===== config.mk =====
export PLATFORM = sky130hd
export DESIGN_NAME = mem_arbiter
export DESIGN_NICKNAME = d
export VERILOG_FILES = /design/src/rtl/sap1_pkg.sv /design/src/rtl/burst_counter.sv /design/src/rtl/mem_arbiter.sv
export SDC_FILE = /design/constraint.sdc
export NUM_CORES = 1
export LEC_CHECK = 0
export CAP_MARGIN = 20
export CORE_MARGIN = 1
export CORE_UTILIZATION = 36
export DETAILED_ROUTE_END_ITERATION = 10
export PLACE_DENSITY_LB_ADDON = 0.05
export SLEW_MARGIN = 20
export SYNTH_ARGS = -nofsm -noshare
export SYNTH_HDL_FRONTEND = slang
export SYNTH_SLANG_ARGS = --single-unit

===== constraint.sdc =====
create_clock -name clk -period 3.1 [get_ports clk]
set_input_delay 0.465 -clock clk [delete_from_list [all_inputs] [get_ports clk]]
set_output_delay 0.465 -clock clk [all_outputs]
set_load 0.01 [all_outputs]

===== src/rtl/sap1_pkg.sv =====
// Shared SAP-1 memory arbiter parameters and FSM encoding.
package sap1_pkg;
   localparam int ADDR_W_D = 4;
   localparam int DATA_W_D = 8;
   localparam int BURST_MAX_D = 16;

   typedef enum logic [1:0] {
      S_CPU,
      S_HOLD,
      S_LOAD,
      S_REL
   } arb_state_t;
endpackage


===== src/rtl/burst_counter.sv =====
// Loader beat counter; last flags that the next beat fills the burst.
module burst_counter #(
   parameter int MAX = 16
) (
   input  logic clk,
   input  logic rst,
   input  logic clr,
   input  logic inc,
   output logic last
);
   localparam int CW = $clog2(MAX) + 1;

   logic [CW-1:0] count;

   always_ff @(posedge clk) begin
      if (!rst || clr) begin
         count <= '0;
      end else if (inc && count != CW'(MAX)) begin
         count <= count + 1'b1;
      end
   end

   assign last = (count == CW'(MAX - 1));
endmodule


===== src/rtl/mem_arbiter.sv =====
// Shares the SAP-1 RAM port between the CPU and a burst loader,
// handing over only at instruction boundaries.
module mem_arbiter
   import sap1_pkg::*;
#(
   parameter int ADDR_W = ADDR_W_D,
   parameter int DATA_W = DATA_W_D,
   parameter int BURST_MAX = BURST_MAX_D
) (
   input  logic              clk,
   input  logic              rst,
   input  logic [ADDR_W-1:0] cpu_addr,
   input  logic              cpu_ce,
   input  logic              cpu_we,
   input  logic [DATA_W-1:0] cpu_wdata,
   input  logic              cpu_boundary,
   input  logic              ldr_req,
   input  logic              ldr_we,
   input  logic [ADDR_W-1:0] ldr_addr,
   input  logic [DATA_W-1:0] ldr_wdata,
   output logic [ADDR_W-1:0] ram_addr,
   output logic              ram_ce,
   output logic              ram_we,
   output logic [DATA_W-1:0] ram_wdata,
   input  logic [DATA_W-1:0] ram_rdata,
   output logic              ldr_ack,
   output logic [DATA_W-1:0] ldr_rdata,
   output logic              ldr_rvalid,
   output logic              cpu_hold,
   output logic              busy_err
);
   arb_state_t state;
   logic       block_flag;
   logic       bnd_q;
   logic       rd_pend;
   logic       last;
   logic       cpu_sel;

   // The CPU owns the port whenever reset is low, regardless of state.
   assign cpu_sel = !rst || state == S_CPU;

   always_comb begin
      ram_addr  = cpu_addr;
      ram_wdata = cpu_wdata;
      ram_ce    = cpu_ce;
      ram_we    = cpu_we;
      ldr_ack   = 1'b0;
      if (!cpu_sel) begin
         ram_addr  = ldr_addr;
         ram_wdata = ldr_wdata;
         ram_ce    = 1'b0;
         ram_we    = 1'b0;
         if (state == S_LOAD && ldr_req) begin
            ram_ce  = 1'b1;
            ram_we  = ldr_we;
            ldr_ack = 1'b1;
         end
      end
   end

   burst_counter #(.MAX(BURST_MAX)) u_cnt (
      .clk  (clk),
      .rst  (rst),
      .clr  (state == S_REL),
      .inc  (ldr_ack),
      .last (last)
   );

   assign ldr_rvalid = rd_pend;
   assign ldr_rdata  = rd_pend ? ram_rdata : '0;

   always_ff @(posedge clk) begin
      if (!rst) begin
         state      <= S_CPU;
         cpu_hold   <= 1'b0;
         block_flag <= 1'b0;
         busy_err   <= 1'b0;
         rd_pend    <= 1'b0;
         bnd_q      <= 1'b0;
      end else begin
         bnd_q   <= cpu_boundary;
         rd_pend <= ldr_ack && !ldr_we;
         if (cpu_hold && cpu_ce) busy_err <= 1'b1;
         // A falling boundary means one instruction has run.
         if (bnd_q && !cpu_boundary) block_flag <= 1'b0;
         case (state)
            S_CPU: begin
               if (ldr_req && cpu_boundary && !block_flag) begin
                  state    <= S_HOLD;
                  cpu_hold <= 1'b1;
               end
            end
            S_HOLD: state <= S_LOAD;
            S_LOAD: begin
               if (!ldr_req) begin
                  state <= S_REL;
               end else if (last) begin
                  state      <= S_REL;
                  block_flag <= 1'b1;
               end
            end
            S_REL: begin
               state    <= S_CPU;
               cpu_hold <= 1'b0;
            end
            default: state <= S_CPU;
         endcase
      end
   end
endmodule


==> impl_results.md <==
* Max-cap violations at 0
* Die H at 50.8 um
* Post-CTS setup buffers at 0
* Synth Flop Type: dfxtp_1
* IO Port Bufs at 64
* Synth Cell Area at 856 um^2
* Setup crit end kind: output port
* Max Freq at 366 MHz
* Main combinational cell family by area after synthesis: simple AND/OR/NAND/NOR gates
* Area after DPL at about 1500 um^2
* Crit path required time at 2.63 ns
* Initial core utilization at between 30% and 40%
* Clock net sink count at 12
* Synth Instances at 94
* Design Area, Final at 1540 um^2
* Cell Count, Final, Fillers Out at 188
* Max Clock Skew at around 0.0053 ns
* Relative slew slack at about 83%
* Final Hold Fails at 0
* Layout cells sized above 1 at 13.1%
* DRT Pass-1 Iters at 4
* Register-to-Register Path Depth at 5
* All-Layer GR Usage at 19.1%
* Area added between synthesis and finish at 80.4%
* Yosys cell types at 28
* Pwr Density at roughly 440 nW/um^2
* Vias/cell at 4.93
* Worst hold path depth at 2
* Synthesized Nets at 139
* Synth warn at 0
* Fraction of registers with async set/reset at 0%
* CTS tree: yes
* Hold Path Class: register to register
* Multiplexer share of the synthesized area at between 15 and 20%
* Ant. Diodes at 0
* Top cells by area, synth: dfxtp_1, mux2_2, ha_1
* Number of routed nets with antenna violations at 0
* Final setup violation count at 0
* Fin nets at between 200 and 250
* Final min period at 2.73 ns
* Drt wl/cell at ~13 um
* Top cell type by total area after synthesis: dfxtp_1
* Die ar. at 2580 um^2
* Largest net degree at the start of global routing at 15
* TNS Setup at 0 ns
* Clock-pin slew on the worst setup and hold paths at 0.07 ns
* # IOs at 65
* DP Wirelength at 1990 um
* Gpl congestion at 0.833
* Worst-Skew Late Latency at ~0.27 ns
* EDFF count, synth at 0
* Vias in the first global route at 886
* Final Max Slew Viols at 0
* Initial antenna violation count at 0
* Hold_buf cts at 0
* GRT overflow at 0
* Status: complete, no violations
* Xor/xnor share of the synthesized area at 0%
* Sequential fraction of the synthesis area at between 20 and 30%
* Worst hold slack at 0.480 ns
* CP arrival at 2.27 ns
* First-pass GRT wire length at 3730 um
* Synth Area in Simple Gates at 25.0%
* Worst-case clock buffer depth at 2
* Syn_area_per_cell at slightly above 9 um^2
* DRC violations left at 0
* Number of synthesized register bits at 12
* Post-CTS Resized at 0
* Core box area at 2230 um^2
* Adder-Cell Fraction of Synth Area at around 8.8%
* CTS Buf Count at 3
* H-tree depth at 1
* Total Wirelength at ~2400 um
* Root buffer cell: clkbuf_4
* RSZ-0062 raised after global routing: false
* Post-synthesis compound-gate area fraction at 12.3%
* Die extent in x at 50.8 um
* Placed cells at 184
* Initial detailed-routing violation count at 12
* Leak pwr at 0.610 nW
* Critical Path Start Type: input port
* Rows at 17
* Crit Path Category: input port to output port
* Slew @ Worst Pin at 0.261 ns
* Post-synth top area share at approximately 28%
* Top cells by count, synth: dfxtp_1, mux2_2, inv_1
* Final Cycle Share at 88.1%
* VDD IR max at 0.456 mV
* Via count at roughly 930
* Crit path max fanout at 14
-- critical path: stages --
cell             delay (ns)
clkdlybuf4s50_1        0.57
nor2b_1                0.16
buf_4                  0.22
mux2_2                 0.36
clkdlybuf4s50_1        0.49
-- stage by stage --
stage	power, W	util (%)	setup WS (ns)
after floorplan	0.000388	-	1.27
after global placement	0.000545	67.5	0.391
after detailed placement	0.000553	67.5	0.368
after CTS	0.000683	69.1	0.363
after global routing	0.000714	69.1	0.291
final	0.000673	69.1	0.368
-- final timing paths --
kind	start	endpoint	slack, ns
worst max-delay path	rst	ram_wdata[1]	0.37
worst min-delay path	block_flag$_SDFF_PN0_	block_flag$_SDFF_PN0_	0.48
worst max register to register	state[0]$_SDFFE_PN0P_	u_cnt.count[2]$_SDFFE_PP0P_	1.42
worst min register to register	block_flag$_SDFF_PN0_	block_flag$_SDFF_PN0_	0.48
-- cell usage in the layout (no fill, tap or decap), drive strengths merged, types with 2 or more instances in the layout --
master,Yosys,layout
buf,4,2
nand3,4,4
and2,9,9
ha,6,6
nand2,4,4
o21ai,7,7
clkdlybuf4s50,0,64
nor2,2,2
nor2b,3,3
dfxtp,12,12
mux2,12,12
a21oi,5,5
inv,10,10
clkbuf,0,4
and3,2,2
-- power breakdown --
part / leakage, nW / internal [W] / switching (W)
Combinational: 0.491 / 0.000222 / 0.000137
Sequential: 0.0976 / 0.000173 / 0.0000168
Clock: 0.0210 / 0.0000714 / 0.0000521
Total: 0.610 / 0.000466 / 0.000206
-- flip-flops by register name, indices dropped and copies added (netlist names) --
register and flops:
u_cnt.count 5, state 2, block_flag 1, bnd_q 1
busy_err 1, cpu_hold 1, ldr_rvalid 1
-- per-layer routing --
layer,track usage [%],share of wire (%)
met1,18.1,36
met2,38.0,57
met3,5.76,5.3
met4,6.48,1.4
met5,0,0
-- area by class of cell --
class	count	area [um^2]
Multi-Input combinational cell	68	539
Clock buffer	4	36.3
Inverter	10	37.5
Sequential cell	12	240
Timing Repair Buffer	66	656
Tap cell	28	35.0
Fill cell	191	689
-- cell families (layout without fill, tap and decap cells) --
family	after synthesis	in the layout
buf+inv	14	80
simple gates	32	32
compound gates	17	17
mux	13	13
fa+ha+maj	6	6
flops	12	12
Power figures use the tool's default switching activity.
